**src/rtl/wb_pkg.sv**
```systemverilog
// Shared widths and entry type for the register-file writeback path.
// The count width helper sizes occupancy counters that must represent 0..DEPTH inclusive.
package wb_pkg;

    localparam int REG_W    = 5;
    localparam int DATA_W   = 32;
    localparam int NUM_REGS = 32;

    typedef struct packed {
        logic              live;
        logic [REG_W-1:0]  dest;
        logic [DATA_W-1:0] data;
    } wb_entry_t;

    function automatic int count_width(input int depth);
        return $clog2(depth) + 1;
    endfunction

endpackage

```
**src/rtl/wb_entry_queue.sv**
```systemverilog
// In-order circular buffer of late writeback results with per-entry live bits.
// A kill clears the live bit of every entry targeting a register; the live mask feeds decode stalls.
module wb_entry_queue
    import wb_pkg::*;
#(
    parameter int DEPTH = 4
) (
    input  logic                          clk,
    input  logic                          srst,
    input  logic                          push,
    input  wb_entry_t                     push_entry,
    input  logic                          pop,
    input  logic                          kill,
    input  logic [REG_W-1:0]              kill_reg,
    output wb_entry_t                     head,
    output logic [count_width(DEPTH)-1:0] count,
    output logic                          empty,
    output logic                          full,
    output logic [NUM_REGS-1:0]           live_mask
);

    localparam int PW = $clog2(DEPTH);
    localparam int CW = count_width(DEPTH);

    logic [REG_W-1:0]  dest_mem [DEPTH];
    logic [DATA_W-1:0] data_mem [DEPTH];
    logic [DEPTH-1:0]  live_reg;
    logic [DEPTH-1:0]  live_next;
    logic [PW-1:0]     head_reg;
    logic [PW-1:0]     tail_reg;
    logic [CW-1:0]     count_reg;
    logic              push_ok;
    logic              pop_ok;

    assign empty   = (count_reg == '0);
    assign full    = (count_reg == CW'(DEPTH));
    assign push_ok = push && !full;
    assign pop_ok  = pop && !empty;
    assign count   = count_reg;

    // Payload needs no reset: an entry is only observed once its slot is occupied.
    always_ff @(posedge clk) begin
        if (push_ok) begin
            dest_mem[tail_reg] <= push_entry.dest;
            data_mem[tail_reg] <= push_entry.data;
        end
    end

    // A freed slot drops its live bit so the mask only ever reflects occupied entries.
    genvar gi;
    generate
        for (gi = 0; gi < DEPTH; gi++) begin : g_live
            assign live_next[gi] =
                (push_ok && tail_reg == PW'(gi))       ? push_entry.live :
                (pop_ok && head_reg == PW'(gi))        ? 1'b0 :
                (kill && dest_mem[gi] == kill_reg)     ? 1'b0 :
                                                         live_reg[gi];
        end
    endgenerate

    always_ff @(posedge clk) begin
        if (srst) begin
            live_reg  <= '0;
            head_reg  <= '0;
            tail_reg  <= '0;
            count_reg <= '0;
        end else begin
            live_reg <= live_next;
            if (push_ok) begin
                tail_reg <= tail_reg + PW'(1);
            end
            if (pop_ok) begin
                head_reg <= head_reg + PW'(1);
            end
            if (push_ok && !pop_ok) begin
                count_reg <= count_reg + CW'(1);
            end else if (pop_ok && !push_ok) begin
                count_reg <= count_reg - CW'(1);
            end
        end
    end

    assign head.live = live_reg[head_reg];
    assign head.dest = dest_mem[head_reg];
    assign head.data = data_mem[head_reg];

    always_comb begin
        live_mask = '0;
        for (int i = 0; i < DEPTH; i++) begin
            if (live_reg[i]) begin
                live_mask[dest_mem[i]] = 1'b1;
            end
        end
        live_mask[0] = 1'b0;
    end

endmodule

```
**src/rtl/writeback_queue.sv**
```systemverilog
// Register-file write-port driver: single-cycle ALU writes take priority over queued late results.
// Late results that an ALU write overtakes are killed so the younger value is never overwritten.
module writeback_queue
    import wb_pkg::*;
#(
    parameter int DEPTH = 4
) (
    input  logic                          Clock,
    input  logic                          Reset,
    input  logic                          AluWrite,
    input  logic [REG_W-1:0]              AluWriteReg,
    input  logic [DATA_W-1:0]             AluWriteData,
    input  logic                          LateValid,
    output logic                          LateReady,
    input  logic [REG_W-1:0]              LateWriteReg,
    input  logic [DATA_W-1:0]             LateWriteData,
    output logic                          RegWrite,
    output logic [REG_W-1:0]              WriteReg,
    output logic [DATA_W-1:0]             WriteData,
    output logic [NUM_REGS-1:0]           PendingMask,
    output logic [count_width(DEPTH)-1:0] Count
);

    wb_entry_t          push_entry;
    wb_entry_t          head;
    logic               transfer;
    logic               pop;
    logic               alu_kill;
    logic               empty;
    logic               full;

    logic               reg_write_reg;
    logic               reg_write_next;
    logic [REG_W-1:0]   write_reg_reg;
    logic [REG_W-1:0]   write_reg_next;
    logic [DATA_W-1:0]  write_data_reg;
    logic [DATA_W-1:0]  write_data_next;

    assign LateReady = !full;
    assign transfer  = LateValid && LateReady;
    assign alu_kill  = AluWrite && (AluWriteReg != '0);
    assign pop       = !AluWrite && !empty;

    // A same-cycle ALU write to the same register is younger, so the late entry is born dead.
    assign push_entry.live = (LateWriteReg != '0) &&
                             !(AluWrite && (AluWriteReg == LateWriteReg));
    assign push_entry.dest = LateWriteReg;
    assign push_entry.data = LateWriteData;

    wb_entry_queue #(
        .DEPTH (DEPTH)
    ) u_queue (
        .clk        (Clock),
        .srst       (Reset),
        .push       (transfer),
        .push_entry (push_entry),
        .pop        (pop),
        .kill       (alu_kill),
        .kill_reg   (AluWriteReg),
        .head       (head),
        .count      (Count),
        .empty      (empty),
        .full       (full),
        .live_mask  (PendingMask)
    );

    always_comb begin
        reg_write_next  = 1'b0;
        write_reg_next  = write_reg_reg;
        write_data_next = write_data_reg;
        if (AluWrite) begin
            reg_write_next  = (AluWriteReg != '0);
            write_reg_next  = AluWriteReg;
            write_data_next = AluWriteData;
        end else if (!empty) begin
            // Killed heads still drain in order, just without a write strobe.
            reg_write_next  = head.live && (head.dest != '0);
            write_reg_next  = head.dest;
            write_data_next = head.data;
        end
    end

    always_ff @(posedge Clock) begin
        if (Reset) begin
            reg_write_reg  <= 1'b0;
            write_reg_reg  <= '0;
            write_data_reg <= '0;
        end else begin
            reg_write_reg  <= reg_write_next;
            write_reg_reg  <= write_reg_next;
            write_data_reg <= write_data_next;
        end
    end

    assign RegWrite  = reg_write_reg;
    assign WriteReg  = write_reg_reg;
    assign WriteData = write_data_reg;

endmodule

```
**config.mk**
```make
export PLATFORM = sky130hd
export DESIGN_NAME = writeback_queue
export DESIGN_NICKNAME = d
export VERILOG_FILES = /design/src/rtl/wb_pkg.sv /design/src/rtl/wb_entry_queue.sv /design/src/rtl/writeback_queue.sv
export SDC_FILE = /design/constraint.sdc
export NUM_CORES = 1
export LEC_CHECK = 0
export CAP_MARGIN = 10
export CORE_MARGIN = 2
export CORE_UTILIZATION = 53
export CTS_CLUSTER_DIAMETER = 80
export DETAILED_ROUTE_END_ITERATION = 12
export HOLD_SLACK_MARGIN = 0.08
export PLACE_DENSITY = 0.84
export SLEW_MARGIN = 20
export SYNTH_ARGS = -nofsm -noshare
export SYNTH_HDL_FRONTEND = slang
export SYNTH_SLANG_ARGS = --single-unit
```
**constraint.sdc**
```tcl
create_clock -name Clock -period 3 [get_ports Clock]
set_input_delay 0.9 -clock Clock [delete_from_list [all_inputs] [get_ports Clock]]
set_output_delay 0.9 -clock Clock [all_outputs]
set_load 0.01 [all_outputs]
```
Word level (Yosys, flattened, before mapping)

Memory sizes are Yosys's and may differ from the RTL's. A register that Yosys moved wholly into a read port is not among the register bits.
Cells that the tools add are included.

Word-level logic and storage cells: 124
Register bits: 49
Input port bits: 78
Bits in writable memories: 148
Output and inout port bits: 74
Memories kept: 2

Eq/ne operators: 13
Add/subtract/negate cells: 4
Bitwise operators: 3
Reductions and logical operators: 43
Order comparisons: 9
Muxes and demuxes: 40

Memory list:

| memory           | depth | bits a word | read ports | clocked after memory_dff | write ports | RTL line             | RTL |
|---|---|---|---|---|---|---|---|
| u_queue.data_mem | 4     | 32          | 1          | 1                        | 1           | wb_entry_queue.sv:26 | `logic [DATA_W-1:0] data_mem [DEPTH];` |
| u_queue.dest_mem | 4     | 5           | 5          | 1                        | 1           | wb_entry_queue.sv:25 | `logic [REG_W-1:0] dest_mem [DEPTH];` |

Operator list:

| cell                | count |
|---|---|
| $mux 32             | 6 |
| $or 32x32->32       | 3 |
| $logic_and 1x1->1   | 26 |
| $eq 5x5->1          | 5 |
| $lt 5x6->1 const B  | 4 |
| $mux 1              | 21 |
| $demux 1 s5         | 4 |
| $ge 5x1->1 const B  | 4 |
| $reduce_bool 5->1   | 3 |
| $reduce_bool 3->1   | 4 |
| $mux 5              | 2 |
| $eq 2x2->1 const B  | 4 |
| $mux 2              | 4 |
| $logic_not 1->1     | 6 |
| $mux 3              | 2 |
| $add 2x1->2 const B | 2 |
| $eq 2x1->1 const B  | 2 |
| $logic_not 2->1     | 2 |
| $add 3x1->3 const B | 1 |
| $eq 3x3->1 const B  | 1 |
| $logic_not 3->1     | 1 |
| $lt 2x3->1 const B  | 1 |
| $sub 3x1->3 const B | 1 |
| $bmux 1 s2          | 1 |
| other kinds (2)     | 2 |

Depth between registers and ports, before layout

Gate-level depths: netlist of run 1.
An unclocked memory read counts as a cell.

Depth in word-level cells: 12
Mapped depth: 9
Depth with buffers taken out: 9

Modules after synthesis

Synthesis of run 1 repeated with hierarchy kept, for this count alone.

Cells, all modules: 621
Area, all modules: 9,203.8 um^2

Modules (own cells, without submodules):

| module          | sequential area each (um^2) | area an instance (um^2) | instances | cells an instance |
|---|---|---|---|---|
| wb_entry_queue  | 4,704.5                     | 7,245.7                 | 1         | 441 |
| writeback_queue | 760.7                       | 1,958.1                 | 1         | 180 |

Worst setup path after synthesis of run 1

OpenSTA, ideal clock, no wires.

Kind: input port to flip-flop
Start: in AluWrite
End: reg u_queue.count_reg[2], in the netlist u_queue.count[2]
Slack: 462 ps
Data arrival time: 2,467 ps
Stages on the path: 9
Library setup time: 71 ps
Cells stage by stage: clkbuf_1 nor2_1 inv_1 ha_1 inv_1 fa_1 xor2_1 or3_1 a21oi_1

Longest elaborated chain between the ends: 6

RTL lines:

| element                                            | RTL line              | RTL |
|---|---|---|
| from (decl)                                        | writeback_queue.sv:10 | `input logic AluWrite,` |
| $logic_not 1->1 *                                  | writeback_queue.sv:42 | `assign pop = !AluWrite && !empty;` |
| $logic_and 1x1->1 *                                | writeback_queue.sv:42 |  |
| $logic_and 1x1->1 *                                | wb_entry_queue.sv:38  | `assign pop_ok = pop && !empty;` |
| $logic_not 1->1                                    | wb_entry_queue.sv:75  | `if (push_ok && !pop_ok) begin` |
| $logic_and 1x1->1                                  | wb_entry_queue.sv:75  |  |
| $mux 3 / $reduce_bool 2->1 (equally long branches) | -                     |  |
| to (signal assigned)                               | wb_entry_queue.sv:76  | `count_reg <= count_reg + CW'(1);` |
| to (signal assigned)                               | wb_entry_queue.sv:78  | `count_reg <= count_reg - CW'(1);` |
| to (decl)                                          | wb_entry_queue.sv:31  | `logic [CW-1:0] count_reg;` |

Mark *: on every way between the ends. The rest lies on a longest branch, timed or not.
A chain may end at the register's enable or synchronous reset.

==> metrics.md, run 1 <==
| Metric | Value |
|---|---|
| Utilization after layout | 71.3% |
| Fin. Hold Viols | 0 |
| CP Buf/Inv Count | 3 |
| Syn avg cell area | 13.2 um^2 |
| Fin. max-slew vios | 0 |
| CP Capture Type | output port |
| Core area | 16600 um^2 |
| Mux cell area share after synthesis | 9.76% |
| # IOs | 152 |
| Final number of setup-violating endpoints | 0 |
| Synthesis warning total | 0 |
| Post-Synth XOR/XNOR Area | 2.83% |
| CTS buffer count | 17 |
| Global placer's final weighted congestion | 0.964 |
| DR vias | 6821 |
| Final net count | 967 |
| CP most frequent cell | buf_4 |
| Relative slew slack | 56.7% |
| Layout area overhead | 31.8% |
| Arrival time at the worst endpoint | 2060 ps |
| Clock Path Buffers | 2 |
| Main synth FF type | edfxtp_1 |
| Post-Synth Simple-Gate Area | 7.82% |
| Post-DP Area | 10900 um^2 |
| Netlist cell types | 46 |
| Yosys reg bits | 199 |
| Die W | 134 um |
| WL final | 24600 um |
| Net Count, Synth | 767 |
| Drt via density | 6.13 |
| Min Tclk post-route | 2960 ps |
| Internal power | 5.63 mW |
| Cell leakage power | 4.30 nW |
| IO buf count | 150 |
| Clk_lat worst skew | 430 ps |
| DRT iter0 DRCs | 625 |
| Async SR Flop Fraction | 0% |
| Status | completed |
| Slowest-stage cell, CP | edfxtp_1 |
| Max Clk Rate | 338 MHz |
| Sw Share | 31.5% |
| Post-synthesis sequential area ratio | 60.9% |
| Die Y | 134 um |
| Total track usage | 28.0% |
| Total Power Consumption | 8.22 mW |
| Worst Setup Slack, final | 38.8 ps |
| Share of cells above drive strength 1 | 20.9% |
| Cell count after synthesis | 679 |
| Site Rows | 47 |
| Area share of the largest cell type after synthesis | 49.5% |
| DRC errors left | 0 |
| Die area | 18000 um^2 |
| Clock skew | 11.7 ps |
| Power share of the sequential group | 44.1% |
| First-pass GRT wire length | 38100 um |
| Max-cap violation count | 0 |
| CP Launch Type | register |
| Clk sink count | 199 |
| Finished layout cell area | 11800 um^2 |
| Dpl ws | 102 ps |
| Vias in the first global route | 6911 |
| Crit path cell chain | buf_4 -> nand3b_1 -> buf_4 -> o22ai_1 -> a221o_1 -> dlygate4sd2_1 |
| GR Overflow Total | 0 |
| Fin crit share | 98.7% |
| Measured slew at the worst slew-check pin | 650 ps |
| Post-DP HPWL | 16200 um |
| Cell accounting for the most synthesized area | edfxtp_1 |
| Most frequent cells after synthesis | edfxtp_1, inv_1, dfxtp_1, nand2_1, a21oi_1 |
| Routed wire length per instance | 22.1 um |
| DRT Pass-1 Iters | 5 |
| Post-synth EDFFs | 148 |
| Initial antenna violation count | 1 |
| Area of the mapped netlist | 8970 um^2 |
| Clock slew at reported path FFs | 70 ps |
| Root Buffer | clkbuf_16 |
| CTS tree | built |
| Final hold slack | 562 ps |
| Max reg flops | 128 |
| Hold Crit Class | register to register |
| Most numerous cell in the Yosys netlist | edfxtp_1 |
| Switching pwr | 2.59 mW |
| Crit Path Class | register to output port |
| Combinational share of power | 29.7% |
| Top cells by area, synth | edfxtp_1, dfxtp_1, mux4_2, a221oi_1, a21oi_1 |
| PwrDens | 695 nW/um^2 |
| Compound-Gate Fraction of Synth Area | 12.3% |
| Most flops, register | u_queue.data_mem |
| N_diodes | 0 |
| Starting Density | 54.1% |
| Critical Path Fanout Max | 6 |
| Largest net degree at the start of global routing | 46 |
| Filler cells | 1084 |
| Worst path max stage delay | 480 ps |
| H-tree levels | 4 |
| Post-synthesis adder-cell area fraction | 1.48% |
| Top Family by Delay on Critical Path | buffers and inverters |
| Peak supply drop | 0.000447 V |
| Main combinational cell family by area after synthesis | compound AO/OA/AOI/OAI gates |
| Worst EP required | 2100 ps |
| Antenna Nets Post-Route | 0 |
| Clock share of power | 26.3% |
## path summary, 6_finish.rpt
path | startpoint | end | slack, ps | cells after the start
setup / recovery | u_queue.dest_mem[2][3] | PendingMask[22] | 40 | 6
setup reg to reg | u_queue.count[0] | u_queue.count[2] | 810 | 8
hold / removal | WriteData[9] | WriteData[9] | 560 | 2
hold reg to reg | WriteData[9] | WriteData[9] | 560 | 2
## metal layers
layer | share of wire (%) | track usage [%] | wire length [um]
met2 | 50 | 46.0 | 12300
met3 | 7.4 | 5.90 | 1830
met4 | 3.3 | 12.2 | 803
met1 | 39 | 36.2 | 9680
met5 | 0.041 | 0 | 10
## metrics by stage
stage | TNS [ps] | cells
3_3_place_gp | 0 | 1031
4_1_cts | 0 | 1105
3_5_place_dp | 0 | 1031
2_1_floorplan | 0 | 679
5_1_grt | -52.7 | 1112
6_report | 0 | 1112
## layout by cell type (no fill, tap or decap), types with 4 or more instances in the layout
master,count
edfxtp_1,148
clkdlybuf4s50_1,117
buf_4,78
inv_1,53
nand2_1,49
dfxtp_1,48
a21oi_1,46
mux4_2,38
a221oi_1,38
dlygate4sd2_1,26
nor2_1,25
xnor2_1,19
o22ai_1,17
clkbuf_16,17
o221ai_1,15
a221o_1,12
nand3b_1,11
a22oi_1,11
xor2_1,10
ha_1,9
nand3_1,7
nor3b_1,5
nand2_2,5
buf_12,5
nor4_1,4
a2111o_1,4
clkinv_4,4
## kinds of logic after synthesis
family          count (synthesis)
compound gates                151
xor+xnor                       29
fa+ha+maj                      10
buf+inv                       110
flops                         199
mux                            40
other cells                     1
simple gates                  139
## final cells by class
| cell class | instances | area, um^2 | area share (%) |
|---|---|---|---|
| clock buffer | 18 | 429 | 3.63 |
| clock inverter | 14 | 139 | 1.17 |
| inverter | 57 | 214 | 1.81 |
| multi-input combinational | 370 | 3150 | 26.6 |
| sequential | 199 | 5470 | 46.2 |
| tap | 220 | 275 | 2.33 |
| timing repair buffer | 234 | 2150 | 18.2 |
## worst min-delay path: stages, from the launching register on
cell	delay, ps
dfxtp_1	320
a21oi_1	120
a221oi_1	80
## power groups by stage
stage / registers, mW / logic [mW] / clock network, mW
2_1_floorplan: 3.61 / 1.42 / 0
3_3_place_gp: 3.67 / 2.25 / 0
3_5_place_dp: 3.70 / 2.30 / 0
4_1_cts: 3.62 / 2.43 / 2.18
5_1_grt: 3.66 / 2.62 / 2.28
6_report: 3.62 / 2.44 / 2.16
## repair_timing
action                     4_1_cts  5_1_grt
hold buffers                     0        0
buffers inserted                42        7
gates resized for setup         48        8
setup endpoints to repair       31       11
pin swaps                        8        0
hold endpoints to repair         0        0
Note: power is estimated with default switching activity, not from simulation.
==> run 2: changes to the inputs <==
--- a/config.mk
+++ b/config.mk
@@ -7,12 +7,13 @@
 export LEC_CHECK = 0
 export CAP_MARGIN = 10
 export CORE_MARGIN = 2
-export CORE_UTILIZATION = 53
+export CORE_UTILIZATION = 45
 export CTS_CLUSTER_DIAMETER = 80
 export DETAILED_ROUTE_END_ITERATION = 12
 export HOLD_SLACK_MARGIN = 0.08
-export PLACE_DENSITY = 0.84
+export PLACE_DENSITY = 0.73
 export SLEW_MARGIN = 20
 export SYNTH_ARGS = -nofsm -noshare
 export SYNTH_HDL_FRONTEND = slang
+export SYNTH_HIERARCHICAL = 1
 export SYNTH_SLANG_ARGS = --single-unit
==> run 2 against run 1 <==
  * Sequential share of layout area fell by 1.1 points
  * Critical endpoint unchanged
  * Critical path depth did not move
  * Clock skew fell by 1.6 ps
  * Sequential cell count did not move
  * Combinational power rose by 20%
  * Sequential power rose by 4%
  * Utilization fell by 11 points
  * Power rose by 7.0%
  * Critical path type unchanged
==> metrics.md, run 2 <==
| Metric | Value |
|---|---|
| Status | completed |
| Max reg flops | 128 (unchanged) |
| Routed wire length per instance | 21.5 um (-3.0%) |
| Final net count | 921 (-4.8%) |
| Final hold slack | 581 ps (+19.4 ps) |
| Hold Crit Class | register to register |
| Post-Layout Cell Count | 1116 (+0.36%) |
| Net Count, Synth | 709 (-7.6%) |
| Setup TNS Final | 0 ps (unchanged) |
| First-pass GRT wire length | 36800 um (-3.4%) |
| Starting Density | 45.6% (-8.5 points) |
| Area of the mapped netlist | 9200 um^2 (+2.6%) |
| Peak supply drop | 0.000427 V (-4.4%) |
| Total track usage | 22.5% (-5.4 points) |
| Post-DP HPWL | 16000 um (-1.5%) |
| Cell accounting for the most synthesized area | edfxtp_1 |
| Layout area overhead | 31.7% |
| Clock slew at reported path FFs | 70 ps (about the same) |
| Placed cell count | 1039 (+0.78%) |
| Min Tclk post-route | 2970 ps (+12.1 ps) |
| Fin. max-slew vios | 0 (unchanged) |
| Crit Path Class | register to output port |
| Clock Path Buffers | 2 (unchanged) |
| Main synth FF type | edfxtp_1 |
| Post-synthesis adder-cell area fraction | 1.44% (-0.037 points) |
| Most frequent cells in the layout | edfxtp_1, clkdlybuf4s50_1, buf_4, nor2_1, dfxtp_1 |
| Drt via density | 5.75 (-6.3%) |
| Top cells by area, synth | edfxtp_1, dfxtp_1, mux4_2, mux2i_1, mux2_4 |
| Arrival time at the worst endpoint | 2070 ps (about the same) |
| CP Capture Type | output port |
| Clk sink count | 199 (unchanged) |
| Die W | 147 um (+9.6%) |
| Post-Synth XOR/XNOR Area | 2.76% (-0.071 points) |
| Worst EP required | 2100 ps (about the same) |
| R2R Setup Slk | 660 ps (-150 ps) |
| Clk_lat worst skew | 430 ps (about the same) |
| DRT iter0 DRCs | 462 (-26%) |
| Hold Buf Count CTS | 0 (unchanged) |
| Antenna Nets Post-Route | 0 (unchanged) |
| Post-synthesis sequential area ratio | 59.4% (-1.5 points) |
| # IOs | 152 (unchanged) |
| Clock skew | 10.1 ps (-1.59 ps) |
| Vias in the first global route | 6641 (-3.9%) |
| Measured slew at the worst slew-check pin | 806 ps (+156 ps) |
| Root Buffer | clkbuf_16 |
| Most numerous cell in the Yosys netlist | edfxtp_1 |
| Compound-Gate Fraction of Synth Area | 7.06% (-5.3 points) |
| Max Clk Rate | 336 MHz (-0.41%) |
| Relative slew slack | 46.3% (-10 points) |
| Synthesis warning total | 6 (+6) |
| Final number of setup-violating endpoints | 0 (unchanged) |
| Most common cell after layout, fill and taps aside | edfxtp_1 |
| Post-synth EDFFs | 148 (unchanged) |
| Fin. Hold Viols | 0 (unchanged) |
| Area share of the largest cell type after synthesis | 48.3% (-1.2 points) |
| Dpl ws | -114 ps (-216 ps) |
| Yosys reg bits | 199 (unchanged) |
| Cell count after synthesis | 621 (-8.5%) |
| DRC errors left | 0 (unchanged) |
| Async SR Flop Fraction | 0% (unchanged) |
| Die area | 21600 um^2 (+20%) |
| Largest net degree at the start of global routing | 40 (-13%) |
| Initial antenna violation count | 0 (-1) |
| Worst path max stage delay | 480 ps (about the same) |
| Mux cell area share after synthesis | 18.8% (+9.1 points) |
| Share of cells above drive strength 1 | 28.6% (+7.8 points) |
| Critical Path Fanout Max | 6 (unchanged) |
| Top Family by Delay on Critical Path | buffers and inverters |
| Core area | 20200 um^2 (+22%) |
| GR Overflow Total | 0 (unchanged) |
| Slowest-stage cell, CP | edfxtp_1 |
| Max-cap violation count | 0 (unchanged) |
| DRT Pass-1 Iters | 5 (unchanged) |
| WL final | 24000 um (-2.6%) |
| Die Y | 147 um (+9.6%) |
| Cell leakage power | 4.40 nW (+2.2%) |
| Syn avg cell area | 14.8 um^2 (+12%) |
| DR vias | 6414 (-6.0%) |
| Fin crit share | 99.1% (+0.40 points) |
| Site Rows | 52 (+11%) |
| IO buf count | 150 (unchanged) |
| CTS buffer count | 17 (unchanged) |
| PwrDens | 726 nW/um^2 (+4.4%) |
| N_diodes | 0 (unchanged) |
| CTS tree | built |
| Crit path cell chain | buf_6 -> nand3b_1 -> buf_4 -> o22ai_2 -> a221o_1 -> dlygate4sd2_1 |
| Worst Setup Slack, final | 26.7 ps (-12.1 ps) |
| Most flops, register | u_queue/data_mem |
| Most frequent cells after synthesis | edfxtp_1, nor2_1, dfxtp_1, mux2i_1, mux4_2 |
| H-tree levels | 4 (unchanged) |
| CP Buf/Inv Count | 3 (unchanged) |
| Global placer's final weighted congestion | 0.941 (-2.4%) |
| Post-DP Area | 11200 um^2 (+3.2%) |
| Main combinational cell family by area after synthesis | multiplexers |
| Netlist cell types | 47 (+2.2%) |
| CP Launch Type | register |
| Finished layout cell area | 12100 um^2 (+2.4%) |
| Post-Synth Simple-Gate Area | 7.79% (-0.033 points) |
## run 2: changes by cell type after synthesis, moves of 7 or more
| cell | change |
|---|---|
| xor2_1 | +12 |
| nor2_1 | +36 |
| inv_1 | -46 |
| xnor2_1 | -12 |
| mux2_2 | +18 |
| clkbuf_1 | -23 |
| nand2_1 | -34 |
| a221oi_1 | -38 |
| buf_2 | +8 |
| a21oi_1 | -37 |
| o221ai_1 | -7 |
| mux2_4 | +19 |
| mux2i_1 | +37 |
## run 2: layout make-up
type | instances | area (um^2)
Clock inverter | 10 | 96.3
Timing Repair Buffer | 232 | 2090
Inverter | 12 | 45.0
Tap cell | 270 | 338
Fill cell | 1554 | 8050
Clock buffer | 22 | 444
Sequential cell | 199 | 5470
Multi-Input combinational cell | 371 | 3630
## run 2: final timing paths
kind                          startpoint                to  cells after the start
setup / recovery  u_queue/dest_mem[2][3]   PendingMask[22]                      6
hold / removal          u_queue/count[2]  u_queue/count[2]                      2
setup reg to reg        u_queue/count[0]  u_queue/count[2]                      9
hold reg to reg         u_queue/count[2]  u_queue/count[2]                      2
## run 2: worst min-delay path, stage by stage, from the launching register on
cell	delay, ps
dfxtp_1	370
o21ai_0	100
a21oi_1	70
## run 2: metal layers
metal	vias up	track usage, %	part of all wire [%]
li1	2848	-	-
met1	3185	28.5	41
met2	315	37.7	49
met3	66	5.56	7.8
met4	0	8.51	2.9
met5	-	0	0
## run 2: what timing repair did
| item | CTS | global route |
|---|---|---|
| setup buffers | 38 | 8 |
| setup endpoints to repair | 31 | 16 |
| resized for setup | 65 | 27 |
| pin swaps | 5 | 0 |
## run 2: kinds of logic after synthesis
group,after synthesis
flip-flops,199
AND/OR/NAND/NOR,139
multiplexers,114
AO/OA/AOI/OAI,78
buffers and inverters,51
XOR/XNOR,29
adder cells (fa/ha/maj),10
other,1
## run 2: power breakdown
group          internal (mW)  switching (mW)
combinational           1.61            1.33
clock                   1.15           0.954
sequential              3.47           0.287
total                   6.22            2.57
## run 2: through the flow
stage	total power, mW	utilization [%]
after floorplan	5.64	-
after global placement	6.55	55.5
after detailed placement	6.65	55.5
after CTS	8.84	59.9
after global routing	9.22	60.1
final	8.80	60.1
==> run 3: changes to the inputs <==
--- a/config.mk
+++ b/config.mk
@@ -5,8 +5,7 @@
 export SDC_FILE = /design/constraint.sdc
 export NUM_CORES = 1
 export LEC_CHECK = 0
-export CAP_MARGIN = 10
-export CORE_MARGIN = 2
+export CAP_MARGIN = 20
 export CORE_UTILIZATION = 45
 export CTS_CLUSTER_DIAMETER = 80
 export DETAILED_ROUTE_END_ITERATION = 12
==> run 3 against run 2 <==
  * Cell count fell by 1.2%
  * Die area down 2.7%
  * Highest routed layer unchanged
  * Critical endpoint is now PendingMask[2]
  * Setup slack gained 26 ps
==> metrics.md, run 3 (synthesis results as in run 2) <==
| Metric | Value |
|---|---|
| Die area | 21000 um^2 (-2.7%) |
| Final net count | 912 (-0.98%) |
| Slowest-stage cell, CP | edfxtp_1 |
| PwrDens | 731 nW/um^2 (+0.76%) |
| Die Y | 145 um (-1.4%) |
| GR Overflow Total | 0 (unchanged) |
| Utilization after layout | 61.0% (+0.86 points) |
| Starting Density | 46.5% (+0.89 points) |
| Peak supply drop | 0.000396 V (-7.2%) |
| Worst Setup Slack, final | 52.6 ps (+25.9 ps) |
| Crit Path Class | register to output port |
| Relative slew slack | 52.2% (+5.9 points) |
| Max-cap violation count | 0 (unchanged) |
| Fin. max-slew vios | 0 (unchanged) |
| Vias in the first global route | 6549 (-1.4%) |
| Fin. Hold Viols | 0 (unchanged) |
| Post-DP Area | 11200 um^2 (about the same) |
| H-tree levels | 4 (unchanged) |
| Clock slew at reported path FFs | 70 ps (about the same) |
| Routed wire length per instance | 20.8 um (-3.4%) |
| Drt via density | 5.65 (-1.7%) |
| Min Tclk post-route | 2950 ps (-25.9 ps) |
| DRT Pass-1 Iters | 4 (-1) |
| Antenna Nets Post-Route | 0 (unchanged) |
| Clk_lat worst skew | 430 ps (about the same) |
| DRC errors left | 0 (unchanged) |
| Worst path max stage delay | 460 ps (-20 ps) |
| Root Buffer | clkbuf_16 |
| # IOs | 152 (unchanged) |
| Post-DP HPWL | 15700 um (-1.9%) |
| CP Capture Type | output port |
| Status | completed |
| Dpl ws | -82.2 ps (+32.3 ps) |
| Clock skew | 12.5 ps (+2.39 ps) |
| Measured slew at the worst slew-check pin | 717 ps (-88.9 ps) |
| Core area | 19800 um^2 (-1.9%) |
| Share of cells above drive strength 1 | 26.5% (-2.1 points) |
| Clk sink count | 199 (unchanged) |
| IO buf count | 150 (unchanged) |
| Most flops, register | u_queue/data_mem |
| Layout area overhead | 31.0% |
| Clock Path Buffers | 2 (unchanged) |
| Crit path cell chain | buf_4 -> or3_1 -> o22ai_1 -> a221o_1 -> dlygate4sd2_1 |
| Post-Layout Cell Count | 1103 (-1.2%) |
| CTS buffer count | 17 (unchanged) |
| Cell leakage power | 4.37 nW (-0.51%) |
| Global placer's final weighted congestion | 0.890 (-5.4%) |
| Most common cell after layout, fill and taps aside | edfxtp_1 |
| R2R Setup Slk | 640 ps (-20 ps) |
| Hold Crit Class | register to register |
| Filler cells | 1578 (+1.5%) |
| Max Clk Rate | 339 MHz (+0.88%) |
| Max reg flops | 128 (unchanged) |
| Critical Path Fanout Max | 4 (-2) |
| DR vias | 6232 (-2.8%) |
| Largest net degree at the start of global routing | 40 (unchanged) |
| Initial antenna violation count | 1 (+1) |
| First-pass GRT wire length | 35800 um (-2.9%) |
| CTS tree | built |
| WL final | 22900 um (-4.5%) |
| Site Rows | 51 (-1.9%) |
| Final hold slack | 576 ps (-5.21 ps) |
| Arrival time at the worst endpoint | 2050 ps (-20 ps) |
| DRT iter0 DRCs | 378 (-18%) |
| Total track usage | 22.3% (-0.23 points) |
| Fin crit share | 98.2% (-0.86 points) |
| Worst EP required | 2100 ps (about the same) |
| Most frequent cells in the layout | edfxtp_1, clkdlybuf4s50_1, buf_4, nor2_1, dfxtp_1 |
| Placed cell count | 1037 (-0.19%) |
| Die W | 145 um (-1.4%) |
| CP Launch Type | register |
| Final number of setup-violating endpoints | 0 (unchanged) |
| Finished layout cell area | 12100 um^2 (-0.52%) |
-- run 3: cell types whose count changed in the layout (fill, tap and decap cells not counted), moves of 2 or more --
cell,delta
buf_4,-5
nor3_2,-2
o22ai_1,+2
dlygate4sd2_1,+9
inv_6,-2
buf_6,-2
clkbuf_2,-7
buf_2,-2
clkbuf_1,-3
buf_12,-2
and3_2,-2
-- run 3: report_power, final --
group	internal (mW)	leakage, nW	switching (mW)
registers	3.47	1.78	0.261
logic	1.59	2.32	1.34
clock network	1.18	0.273	0.971
-- run 3: metrics by stage --
step | power (mW) | TNS [ps]
after floorplan | 5.64 | 0
after global placement | 6.56 | 0
after detailed placement | 6.67 | -82.2
after CTS | 8.89 | 0
after global routing | 9.23 | -14.2
final | 8.82 | 0
-- run 3: area by class of cell --
cell class	instances	area, um^2	share of cell area, %
multi-input combinational	371	3620	30.0
clock inverter	12	121	1.01
tap	265	332	2.75
timing repair buffer	223	2020	16.8
antenna	1	2.50	0.0208
sequential	199	5470	45.4
inverter	12	45.0	0.374
clock buffer	20	447	3.70
-- run 3: final timing paths --
check	start	to	cells after the start
min reg2reg	u_queue/count[2]	u_queue/count[2]	2
min	u_queue/count[2]	u_queue/count[2]	2
max	u_queue/dest_mem[2][2]	PendingMask[2]	5
max reg2reg	u_queue/count[0]	u_queue/count[2]	10
-- run 3: critical path: cells and delay by family (launching register included) --
family,cells,cell delay (ps)
AND/OR/NAND/NOR,1,410
flip-flops,1,460
AO/OA/AOI/OAI,2,320
buffers and inverters,2,440
-- run 3: timing repair --
action                                  in CTS  in global routing
resized for setup                           55                 11
pin swaps                                    6                  2
endpoints found under the setup margin      31                 14
gates cloned                                 0                  0
endpoints found under the hold margin        0                  0
hold buffers                                 0                  0
setup buffers                               31                  2
-- run 3: metal layers --
metal	share of wire, %	vias to the layer above	global-route usage (%)
met1	41	3084	28.3
li1	-	2833	-
met5	0	-	0
met3	8.2	38	5.38
met2	49	277	37.1
met4	1.7	0	7.98
